File: src/rtl/mult_div_unit_if.sv
// Request/result bundle for the iterative multiply/divide unit.
// master = control/datapath side, slave = the unit itself.
interface mult_div_unit_if #(
    parameter int WIDTH = 32
);
    logic             start;
    logic [1:0]       op;
    logic [WIDTH-1:0] a;
    logic [WIDTH-1:0] b;
    logic             wr_hi;
    logic             wr_lo;
    logic [WIDTH-1:0] wr_data;
    logic             rd_sel;
    logic [WIDTH-1:0] rd_data;
    logic [WIDTH-1:0] hi;
    logic [WIDTH-1:0] lo;
    logic             busy;
    logic             done;

    modport master (
        output start, op, a, b, wr_hi, wr_lo, wr_data, rd_sel,
        input  rd_data, hi, lo, busy, done
    );

    modport slave (
        input  start, op, a, b, wr_hi, wr_lo, wr_data, rd_sel,
        output rd_data, hi, lo, busy, done
    );
endinterface

File: src/rtl/mult_div_unit.sv
// Iterative MULT/MULTU/DIV/DIVU unit owning the HI/LO pair.
// Latency: busy for 33 cycles after start is accepted, then a 1-cycle done pulse.
// Backpressure: start, wr_hi and wr_lo are dropped while busy; caller polls busy.
module mult_div_unit #(
    parameter int WIDTH = 32,
    parameter int ITER  = 32
) (
    input  logic              clk,
    input  logic              rst,
    mult_div_unit_if.slave    bus
);
    localparam int CW = $clog2(ITER);

    typedef enum logic [1:0] {S_IDLE, S_LOAD, S_ITER, S_FINISH} state_t;

    state_t             state, state_nxt;
    logic [CW-1:0]      cnt;
    logic [2*WIDTH-1:0] r;
    logic [WIDTH-1:0]   opnd;
    logic [WIDTH-1:0]   hi_q, lo_q;
    logic               is_div, neg_a, neg_b, b_zero, done_q, busy_c;

    wire accept = (state == S_IDLE) && bus.start;
    wire sgn_op = bus.op[0];

    // Shift-add multiply step on {acc, multiplier}
    logic [WIDTH:0]     mul_sum;
    logic [2*WIDTH-1:0] mul_next;
    always_comb begin
        mul_sum  = {1'b0, r[2*WIDTH-1:WIDTH]} + (r[0] ? {1'b0, opnd} : '0);
        mul_next = {mul_sum, r[WIDTH-1:1]};
    end

    // Restoring divide step on {remainder, quotient}
    logic [WIDTH:0]     rem_sh;
    logic [WIDTH-1:0]   rem_sub;
    logic               rem_ge;
    logic [2*WIDTH-1:0] div_next;
    always_comb begin
        rem_sh   = r[2*WIDTH-1:WIDTH-1];
        rem_ge   = rem_sh >= {1'b0, opnd};
        rem_sub  = rem_sh[WIDTH-1:0] - opnd;
        div_next = rem_ge ? {rem_sub, r[WIDTH-2:0], 1'b1}
                          : {rem_sh[WIDTH-1:0], r[WIDTH-2:0], 1'b0};
    end

    // Sign correction; a zero divisor leaves the dividend in the remainder
    // naturally, only the quotient needs forcing.
    logic [2*WIDTH-1:0] prod_fix;
    logic [WIDTH-1:0]   quot_fix, rem_fix;
    always_comb begin
        prod_fix = (neg_a ^ neg_b) ? -r : r;
        quot_fix = (neg_a ^ neg_b) ? -r[WIDTH-1:0] : r[WIDTH-1:0];
        rem_fix  = neg_a ? -r[2*WIDTH-1:WIDTH] : r[2*WIDTH-1:WIDTH];
        if (b_zero)
            quot_fix = '1;
    end

    always_ff @(posedge clk) begin
        if (rst)
            state <= S_IDLE;
        else
            state <= state_nxt;
    end

    always_comb begin
        state_nxt = state;
        case (state)
            S_IDLE:   if (bus.start) state_nxt = S_LOAD;
            S_LOAD:   state_nxt = S_ITER;
            S_ITER:   if (cnt == CW'(ITER - 1)) state_nxt = S_FINISH;
            S_FINISH: state_nxt = S_IDLE;
            default:  state_nxt = S_IDLE;
        endcase
    end

    always_comb begin
        busy_c = (state != S_IDLE);
    end

    always_ff @(posedge clk) begin
        if (rst) begin
            cnt    <= '0;
            r      <= '0;
            opnd   <= '0;
            hi_q   <= '0;
            lo_q   <= '0;
            is_div <= 1'b0;
            neg_a  <= 1'b0;
            neg_b  <= 1'b0;
            b_zero <= 1'b0;
            done_q <= 1'b0;
        end else begin
            done_q <= 1'b0;
            case (state)
                S_IDLE: begin
                    if (accept) begin
                        is_div <= bus.op[1];
                        neg_a  <= sgn_op & bus.a[WIDTH-1];
                        neg_b  <= sgn_op & bus.b[WIDTH-1];
                        b_zero <= (bus.b == '0);
                        cnt    <= '0;
                        // Lower half holds the multiplier or the dividend
                        if (bus.op[1]) begin
                            r    <= {{WIDTH{1'b0}}, (sgn_op & bus.a[WIDTH-1]) ? -bus.a : bus.a};
                            opnd <= (sgn_op & bus.b[WIDTH-1]) ? -bus.b : bus.b;
                        end else begin
                            r    <= {{WIDTH{1'b0}}, (sgn_op & bus.b[WIDTH-1]) ? -bus.b : bus.b};
                            opnd <= (sgn_op & bus.a[WIDTH-1]) ? -bus.a : bus.a;
                        end
                    end else begin
                        if (bus.wr_hi) hi_q <= bus.wr_data;
                        if (bus.wr_lo) lo_q <= bus.wr_data;
                    end
                end
                S_LOAD, S_ITER: begin
                    r   <= is_div ? div_next : mul_next;
                    cnt <= cnt + 1'b1;
                end
                S_FINISH: begin
                    if (is_div) begin
                        hi_q <= rem_fix;
                        lo_q <= quot_fix;
                    end else begin
                        {hi_q, lo_q} <= prod_fix;
                    end
                    done_q <= 1'b1;
                end
                default: ;
            endcase
        end
    end

    assign bus.hi      = hi_q;
    assign bus.lo      = lo_q;
    assign bus.busy    = busy_c;
    assign bus.done    = done_q;
    assign bus.rd_data = bus.rd_sel ? hi_q : lo_q;
endmodule
File: src/flat_wrapper.sv
// flat-port wrapper written by rule: the top's interface ports become plain ports
module mult_div_unit_flat 
#(
    parameter int WIDTH = 32,
    parameter int ITER  = 32
)
  (clk, rst, bus_start, bus_op, bus_a, bus_b, bus_wr_hi, bus_wr_lo, bus_wr_data, bus_rd_sel, bus_rd_data, bus_hi, bus_lo, bus_busy, bus_done);
  mult_div_unit_if #(.WIDTH(WIDTH)) bus_i ();
  input  logic clk;
  input  logic rst;
  input wire logic [$bits(bus_i.start)-1:0] bus_start;
  input wire logic [$bits(bus_i.op)-1:0] bus_op;
  input wire logic [$bits(bus_i.a)-1:0] bus_a;
  input wire logic [$bits(bus_i.b)-1:0] bus_b;
  input wire logic [$bits(bus_i.wr_hi)-1:0] bus_wr_hi;
  input wire logic [$bits(bus_i.wr_lo)-1:0] bus_wr_lo;
  input wire logic [$bits(bus_i.wr_data)-1:0] bus_wr_data;
  input wire logic [$bits(bus_i.rd_sel)-1:0] bus_rd_sel;
  output wire logic [$bits(bus_i.rd_data)-1:0] bus_rd_data;
  output wire logic [$bits(bus_i.hi)-1:0] bus_hi;
  output wire logic [$bits(bus_i.lo)-1:0] bus_lo;
  output wire logic [$bits(bus_i.busy)-1:0] bus_busy;
  output wire logic [$bits(bus_i.done)-1:0] bus_done;
  assign bus_i.start = bus_start;
  assign bus_i.op = bus_op;
  assign bus_i.a = bus_a;
  assign bus_i.b = bus_b;
  assign bus_i.wr_hi = bus_wr_hi;
  assign bus_i.wr_lo = bus_wr_lo;
  assign bus_i.wr_data = bus_wr_data;
  assign bus_i.rd_sel = bus_rd_sel;
  assign bus_rd_data = bus_i.rd_data;
  assign bus_hi = bus_i.hi;
  assign bus_lo = bus_i.lo;
  assign bus_busy = bus_i.busy;
  assign bus_done = bus_i.done;
  mult_div_unit #(.WIDTH(WIDTH), .ITER(ITER)) u_core (.clk(clk), .rst(rst), .bus(bus_i));
endmodule
File: config.mk
export PLATFORM = sky130hd
export DESIGN_NAME = mult_div_unit_flat
export DESIGN_NICKNAME = d
export VERILOG_FILES = /design/src/rtl/mult_div_unit_if.sv /design/src/rtl/mult_div_unit.sv /design/src/flat_wrapper.sv
export SDC_FILE = /design/constraint.sdc
export NUM_CORES = 1
export LEC_CHECK = 0
export BUFFER_PORTS_ARGS = -buffer_cell sky130_fd_sc_hd__buf_2
export CAP_MARGIN = 20
export CORE_MARGIN = 5
export CORE_UTILIZATION = 60
export CTS_CLUSTER_SIZE = 10
export DETAILED_ROUTE_END_ITERATION = 7
export MAX_ROUTING_LAYER = met4
export PLACE_DENSITY = 0.83
export SETUP_SLACK_MARGIN = 0.1
export SLEW_MARGIN = 10
export SYNTH_ARGS = -nofsm -noshare
export SYNTH_HDL_FRONTEND = slang
export SYNTH_SLANG_ARGS = --single-unit
File: constraint.sdc
create_clock -name clk -period 4.2 [get_ports clk]
set_input_delay 0.21 -clock clk [delete_from_list [all_inputs] [get_ports clk]]
set_output_delay 0.21 -clock clk [all_outputs]
set_load 0.05 [all_outputs]
# After elaboration in Yosys (flattened, before gate mapping)
# Index checks and enable logic that the tools add are counted.
dict set report op_classes {
  magnitude_cmp 1
  n_eq_ne 10
  n_reduce_logical 12
  addsub 8
  n_mux 28
  bitwise 3
}
# operator n
set op_table {}
lappend op_table {{two-way mux 32 bit} 15}
lappend op_table {{two-way mux 64 bit} 4}
lappend op_table {{negation 32 bit} 4}
lappend op_table {{case mux 32 bit (2 select lines)} 2}
lappend op_table {{case mux 64 bit (2 select lines)} 1}
lappend op_table {{negation 64 bit} 1}
lappend op_table {{adder 32 x 33 -> 33 bit} 1}
lappend op_table {{>= comparator 33 x 32 -> 1 bit} 1}
lappend op_table {{logical NOT 32 bit} 1}
lappend op_table {{subtractor 32 bit} 1}
lappend op_table {{case mux 5 bit (2 select lines)} 1}
lappend op_table {{!= test 2 bit (second input constant)} 4}
lappend op_table {{case mux 2 bit (4 select lines)} 1}
lappend op_table {{AND reduction 2 bit} 3}
lappend op_table {{AND reduction 3 bit} 2}
lappend op_table {{nonzero test 2 bit} 3}
lappend op_table {{adder 5 x 1 -> 5 bit (second input constant)} 1}
lappend op_table {{== test 5 bit (second input constant)} 1}
lappend op_table {{two-way mux 5 bit} 1}
lappend op_table {{== test 2 bit (second input constant)} 2}
lappend op_table {{two-way mux 2 bit} 2}
lappend op_table {{!= test 2 x 1 -> 1 bit (second input constant)} 2}
lappend op_table {{bitwise AND 1 bit} 2}
lappend op_table {{== test 2 x 1 -> 1 bit (second input constant)} 1}
lappend op_table {{5 further kinds} 5}
dict set report totals {
  output_inout_bits 98
  elab_cells 73
  ff_bits 172
}

# Longest topological paths before layout
# Gate-level depths: netlist (run 1).
dict set report depth {
  word_depth 5
  depth_mapped 14
  ltp_nobuf 13
}

# Worst setup path after synthesis (run 1)
# OpenSTA, ideal clock, no wires.
dict set report synth_path {
  path_kind {reg-to-reg}
  from {reg u_core.r[0]}
  to {reg u_core.r[62]}
  setup_slack_ps 1281
  required_ps 4075
  arrival_ps 2795
  synth_period_minus_slack_ps 2919
  n_path_buf 2
  setup_ps 125
  stages_incl_launch_ff 15
  path_cell_list {dfxtp_1 -> inv_1 -> buf_1 -> nor2_1 -> ha_1 -> clkbuf_1 -> nand4_1 -> nor3_1 -> a311oi_1 -> a31oi_1 -> a31oi_1 -> o21ai_0 -> nand4b_1 -> a31oi_1 -> a2bb2oi_1}
}
dict set report synth_via {
  elab_chain_len 4
}
# element line
set synth_lines {}
lappend synth_lines {{start: declaration} mult_div_unit.sv:18} ;# logic [2*WIDTH-1:0] r;
lappend synth_lines {{start signal: assignment} mult_div_unit.sv:105} ;# r <= {{WIDTH{1'b0}}, (sgn_op & bus.a[WIDTH-1]) ? -bus.a : bus.a};
lappend synth_lines {{start signal: assignment} mult_div_unit.sv:108} ;# r <= {{WIDTH{1'b0}}, (sgn_op & bus.b[WIDTH-1]) ? -bus.b : bus.b};
lappend synth_lines {{start signal: assignment} mult_div_unit.sv:117} ;# r <= is_div ? div_next : mul_next;
lappend synth_lines {{two-way mux 32 bit} mult_div_unit.sv:30} ;# mul_sum = {1'b0, r[2*WIDTH-1:WIDTH]} + (r[0] ? {1'b0, opnd} : '0);
lappend synth_lines {{adder 32 x 33 -> 33 bit} mult_div_unit.sv:30}
lappend synth_lines {{two-way mux 64 bit} mult_div_unit.sv:117}
lappend synth_lines {{case mux 64 bit (2 select lines)} mult_div_unit.sv:95} ;# case (state)
# No other way between the ends.
# A chain may end at the register's enable or synchronous reset.

# Worst setup path after layout (run 1)
dict set report layout_path {
  from {reg u_core.r[31]}
  to {reg u_core.r[57]}
}
dict set report layout_via {
  elab_chain_len 4
}
# element line
set layout_lines {}
lappend layout_lines {{subtractor 32 bit / >= comparator 33 x 32 -> 1 bit (equally long branches)} {mult_div_unit.sv:42, mult_div_unit.sv:41}}
lappend layout_lines {{two-way mux 64 bit *} mult_div_unit.sv:43} ;# div_next = rem_ge ? {rem_sub, r[WIDTH-2:0], 1'b1}
lappend layout_lines {{two-way mux 64 bit *} mult_div_unit.sv:117}
lappend layout_lines {{case mux 64 bit (2 select lines) *} mult_div_unit.sv:95}
# Mark *: on every way between the ends. The rest lies on a longest branch, timed or not.

==> results.md, run 1 <==
* Fillcell total at 2185
* Worst VDD drop at 0.469 mV
* Setup Buffers After CTS at 0
* Critical Path Max Stage Delay at 0.57 ns
* DRC at 1
* Core area at 25000 um^2
* Clock root buffer: clkbuf_16
* Drt pass-1 iters at 8
* EDFF count, synth at 0
* Seq/Total Area, Yosys at 22.7%
* Syn Inst Count at 2041
* Total power per unit cell area at 660 nW/um^2
* Synth top area share at 22.7%
* Measured slew at the worst slew-check pin at 1.10 ns
* Vias at 16.7k
* Clk slew on worst S/H paths at 0.08 ns
* Global-route wire length before repair at 86600 um
* GP Congestion at 1.08
* Sinks on the clock net at 172
* Required @ worst endpoint at 4.51 ns
* Status: finished, violations left
* Unique masters post-synth at 78
* Worst EP arrival at 3.97 ns
* Total track usage at 39.1%
* Slowest-stage cell, CP: dfxtp_1
* Clk_skew at 0.0159 ns
* Site Rows at 58
* CTS Hold Bufs at 0
* Syn Area/Cell at 7.42 um^2
* Initial Util at 60.5%
* Routed Antenna Nets at 0
* Asr flop ratio synth at 0%
* Area Overhead vs Synth at 12.3%
* Final net count at 2348
* CTS tree: done
* Number of port buffers at 201
* RSZ-0062 raised after global routing: false
* Post-Synthesis Net Count at 2220
* Final Power at 11200 uW
* Worst Hold Class: primary input to flip-flop
* Synth warnings at 0
* Failing checks: design-rule violations
* Clock latency on the worst-skew pair at 0.44 ns
* Startpoint Class: flip-flop
* Final setup violating endpoints at 0
* Minimum clock period at 3.67 ns
* Cts repair resizes at 0
* CP cell instances: inv_1 -> ha_1 -> nor2b_1 -> o31ai_1 -> a2111oi_0 -> or3_1 -> a21oi_1 -> o21ai_2 -> mux2_2 -> a32oi_1 -> o22ai_1
* Post-synth top flop: dfxtp_1
* Wirelength per Cell at 22.5 um
* Tcrit/Tclk final at 87.3%
* Cell Count, Final, Fillers Out at 2512
* Mapped Area at 15100 um^2
* DIE WIDTH at 169 um
* Clock buffer depth at 2
* Vias in the first global route at 15.3k
* Hold Fails Final Rpt at 0
* CTS Buf Count at 17
* Max-cap violations at 0
* Leakage at 0.00733 uW
* DRT iter0 DRCs at 2095
* FMAX at 273 MHz
* Share of cells above drive strength 1 at 16.8%
* Initial antenna violation count at 0
* I/O pin count at 202
* Setup TNS at 0 ns
* Post-DP HPWL at 44600 um
* Slew Viols, Final at 0
* Relative slew slack at 26.8%
* Post-Route WL at 56600 um
* Worst-path fanout max at 13
* H-tree Lvls at 4
* Synth area leaders: dfxtp_1, a21oi_1, ha_1, nor2_1, xor2_1
* Grt ovf at 0
* # diodes at 0
* Via/cell ratio at 6.66
* Critical path type: flip-flop to flip-flop
* Placed Cells incl. Taps at 2480
* Synth Register Bits at 172
* CP endpoint kind: flip-flop
* Die Y at 169 um
* Largest net degree at the start of global routing at 84
* DIE AREA at 28500 um^2
* Cell taking the most area after synthesis: dfxtp_1
[cell usage after synthesis, types with 11 or more instances]
cell type,number
o221ai_1,27
a31oi_1,29
a22o_1,12
o21a_1,17
buf_1,15
mux2_2,53
and2_1,12
inv_1,70
o211ai_1,20
or3_1,16
dfxtp_1,172
ha_1,73
nand2_1,194
nand2b_1,13
mux2i_1,49
o21ai_0,127
nor3_1,38
nor2_1,211
a21o_1,40
and3_1,16
a21oi_1,224
nand4_1,16
a211oi_1,74
xor2_1,86
nand3_1,41
nor4_1,16
xnor2_1,82
a211o_1,11
a22oi_1,11
clkbuf_1,115
o31ai_1,22
[cells in the final DEF, fill, tap and decap left out, drive strengths merged, types with 14 or more instances in the layout]
master | synthesis | routed
buf | 22 | 246
xor2 | 86 | 86
nand3 | 41 | 41
nand2 | 194 | 194
dfxtp | 172 | 172
o211ai | 20 | 20
xnor2 | 82 | 82
nor2 | 211 | 211
o21a | 17 | 17
nand2b | 14 | 14
mux2 | 53 | 53
o221ai | 27 | 27
nand4 | 16 | 16
and3 | 16 | 16
a211oi | 74 | 74
or3 | 18 | 18
clkbuf | 115 | 17
a31oi | 30 | 30
o21ai | 130 | 130
mux2i | 49 | 49
inv | 70 | 77
nor4 | 22 | 22
a21o | 40 | 40
o31ai | 24 | 24
nor3 | 40 | 40
a21oi | 224 | 224
ha | 73 | 73
[flip-flops by register name (all words and copies together), names as in the netlist]
| name | cells |
|---|---|
| u_core.b_zero | 1 |
| u_core.is_div | 1 |
| u_core.state | 2 |
| u_core.neg_a | 1 |
| u_core.bus.lo | 32 |
| u_core.r | 64 |
| u_core.cnt | 5 |
| u_core.bus.hi | 32 |
| u_core.opnd | 32 |
| u_core.neg_b | 1 |
| u_core.bus.done | 1 |
[power breakdown]
group | switching [uW] | total (uW) | internal [uW]
clock network | 810 | 1610 | 803
logic | 4750 | 7020 | 2280
registers | 536 | 2580 | 2050
[per-layer routing]
metal	vias up	track usage [%]	part of all wire [%]
met3	150	9.57	12
met2	1041	56.4	43
met5	-	-	0
met1	7843	52.5	41
met4	0	16.0	4.4
li1	7685	-	-
[cells by family (layout without fill, tap and decap cells)]
logic type	count (synthesis)	in the layout	share of synthesized area, %
mux	102	102	7.18
xor+xnor	168	168	9.72
fa+ha+maj	75	75	6.30
compound gates	690	690	29.3
buf+inv	209	350	5.37
simple gates	625	625	19.4
flops	172	172	22.7
[area by class of cell]
cell class | instances | area (um^2) | area share [%]
multi-input cells | 1660 | 10900 | 64.1
flip-flops and latches | 172 | 3440 | 20.3
repair buffers | 246 | 1370 | 8.07
clock buffers | 17 | 425 | 2.50
well taps | 330 | 413 | 2.43
inverters | 72 | 270 | 1.59
clock inverters | 15 | 171 | 1.01
[final timing paths]
path                                                    from                        endpoint  slack, ns  cells after the start
worst max register to register     u_core.r[31]$_SDFFE_PP0P_       u_core.r[57]$_SDFFE_PP0P_       0.53                     11
worst max-delay path               u_core.r[31]$_SDFFE_PP0P_       u_core.r[57]$_SDFFE_PP0P_       0.53                     11
worst min register to register  u_core.opnd[18]$_SDFFE_PP0P_    u_core.opnd[18]$_SDFFE_PP0P_       0.46                      2
worst min-delay path                         bus_wr_data[12]  u_core.bus.hi[12]$_SDFFE_PP0P_       0.05                      3
[per-stage QoR]
stage | instance area (um^2) | utilization [%] | hold slack, ns | worst slack [ns]
4_1_cts | 17000 | 67.9 | 0.0371 | 0.659
6_report | 17000 | 67.9 | 0.0510 | 0.534
2_1_floorplan | 15100 | - | 0.375 | 1.28
3_3_place_gp | 16400 | 65.5 | 0.439 | 0.631
3_5_place_dp | 16400 | 65.5 | 0.451 | 0.666
5_1_grt | 17000 | 67.9 | 0.0412 | 0.351
[worst max-delay path, delay by kind of cell (launching register included)]
family                     cells  cell delay, ns
muxes                          1            0.40
and+or+nand+nor                2            0.44
DFF                            1            0.57
adders and majority gates      1            0.22
buffers and inverters          1            0.15
AOI/OAI and AO/OA              6            1.77
Note: power is estimated with default switching activity, not from simulation.
==> run 2, diff against run 1 <==
Settings changed: BUFFER_PORTS_ARGS -buffer_cell sky130_fd_sc_hd__buf_2 to -buffer_cell sky130_fd_sc_hd__buf_4, CTS_BUF_LIST from default to sky130_fd_sc_hd__clkbuf_8.
==> run 2 against run 1 <==
Compared with the run above:
- the flow now finishes without violations
- cell count hardly changed
- worst setup slack worse by 0.089 ns
- global-route usage rose by 0.12 points
- die area is the same
- via count shrank 0.17%
==> results.md, run 2 (synthesized netlist as in run 1, its figures left out) <==
* Status: finished, final reports clean
* Largest net degree at the start of global routing at 85
* Slowest-stage cell, CP: dfxtp_1
* Sinks on the clock net at 172
* Routed Antenna Nets at 0
* Area of the multi-input gates at 10900 um^2
* Minimum clock period at 3.75 ns
* DP Area at 16900 um^2
* Site Rows at 58
* H-tree Lvls at 4
* DIE WIDTH at 169 um
* Post-DP HPWL at 44900 um
* Setup TNS at 0 ns
* Delay-heaviest family, CP: compound AO/OA/AOI/OAI gates
* CTS Buf Count at 17
* Worst Hold Class: primary input to flip-flop
* GP Congestion at 1.09
* DIE AREA at 28500 um^2
* Commonest non-fill, non-tap cell in the layout: buf_4
* Worst-path fanout max at 8
* Most frequent CP cell: a21oi_1
* Total power per unit cell area at 638 nW/um^2
* Clock buffer depth at 2
* Hold Fails Final Rpt at 0
* Tcrit/Tclk final at 89.4%
* Final Cell Area at 17300 um^2
* DRC at 0
* Final setup violating endpoints at 0
* Total track usage at 39.2%
* Wirelength per Cell at 22.8 um
* Initial antenna violation count at 0
* FMAX at 266 MHz
* Core area at 25000 um^2
* Vias at 16.7k
* Via/cell ratio at 6.65
* Global-route wire length before repair at 86900 um
* Post-Route WL at 57300 um
* Leakage at 0.00732 uW
* Critical path type: flip-flop to flip-flop
* Setup Buffers After CTS at 0
* Max-cap violations at 0
* Measured slew at the worst slew-check pin at 1.14 ns
* Worst EP arrival at 4.18 ns
* RSZ-0062 raised after global routing: false
* Slew Viols, Final at 0
* Relative slew slack at 24.2%
* Critical Path Max Stage Delay at 0.57 ns
* Clk slew on worst S/H paths at 0.11 ns
* Largest register FFs at 64
* Final net count at 2346
* Register area at 3440 um^2
* Required @ worst endpoint at 4.63 ns
* CTS tree: done
* Number of port buffers at 201
* Drt pass-1 iters at 6
* Share of cells above drive strength 1 at 16.6%
* Place WS at 0.641 ns
* Clock root buffer: clkbuf_8
* Startpoint Class: flip-flop
* Clock latency on the worst-skew pair at 0.49 ns
* Worst VDD drop at 0.442 mV
* Most frequent cells in the layout: buf_4, a21oi_1, nor2_1, nand2_1, dfxtp_1
* Final Power at 11000 uW
* CP endpoint kind: flip-flop
* Area Overhead vs Synth at 14.2%
* Fillcell total at 2174
* Clk_skew at 0.0191 ns
* Grt ovf at 0
* Initial Util at 60.5%
* I/O pin count at 202
* Top reg by flops: u_core.r
* Worst setup slack after layout at 0.445 ns
* Die Y at 169 um
* Vias in the first global route at 15.3k
* DRT iter0 DRCs at 2137
* Reg-to-reg slack, setup at 0.45 ns
* CP cell instances: ha_1 -> a21oi_1 -> a21oi_1 -> nor4b_1 -> a21boi_0 -> a21oi_1 -> o21ai_2 -> or2_0 -> o221ai_1 -> a2bb2oi_1
* Buf+Inv Stages, Crit Path at 0
[run 2: cell count changes in the layout (fill, tap and decap cells not counted), moves of 2 or more]
cell and change:
inv_6 -2, clkbuf_8 +17, buf_2 -200, clkbuf_16 -17, buf_4 +197
[run 2: stage by stage]
stage               hold slack, ns  utilization (%)  instances
global placement             0.440             67.4       2477
floorplan                    0.375                -       2041
CTS                        0.00266             69.0       2509
finish                      0.0269             69.1       2510
global route                0.0329             69.0       2509
detailed placement           0.446             67.4       2477
[run 2: worst register-to-register path, cell delays in order, from the launching register on]
cell	delay, ns
dfxtp_1	0.57
ha_1	0.39
a21oi_1	0.32
a21oi_1	0.13
nor4b_1	0.44
a21boi_0	0.15
a21oi_1	0.36
o21ai_2	0.22
or2_0	0.47
o221ai_1	0.46
a2bb2oi_1	0.18
[run 2: timing repair]
item,4_1_cts,5_1_grt
setup endpoints to repair,0,0
hold endpoints to repair,1,0
hold buffers,1,0
gates resized for setup,0,0
[run 2: layout make-up]
type	count	area share [%]
timing repair buffer	244	10.8
multi-input combinational	1660	63.1
sequential	172	19.9
inverter	72	1.56
tap	330	2.39
antenna	1	0.0145
clock buffer	17	1.35
clock inverter	14	0.919
[run 2: routing by layer]
metal / vias to the layer above / GRT usage (%) / share of wire (%)
li1: 7692 / - / -
met1: 7760 / 51.8 / 41
met2: 1078 / 56.5 / 42
met3: 161 / 10.8 / 13
met4: 0 / 16.5 / 4.7
met5: - / - / 0
[run 2: where the power goes]
group	internal [uW]	switching [uW]
logic	2450	4770
registers	2050	560
clock network	442	759
total	4940	6080
[run 2: final timing paths]
path / endpoint / start / cells after the start
max: u_core.r[62]$_SDFFE_PP0P_ / u_core.r[50]$_SDFFE_PP0P_ / 10
min: u_core.bus.hi[14]$_SDFFE_PP0P_ / bus_wr_data[14] / 3
max reg2reg: u_core.r[62]$_SDFFE_PP0P_ / u_core.r[50]$_SDFFE_PP0P_ / 10
min reg2reg: u_core.opnd[9]$_SDFFE_PP0P_ / u_core.opnd[9]$_SDFFE_PP0P_ / 2
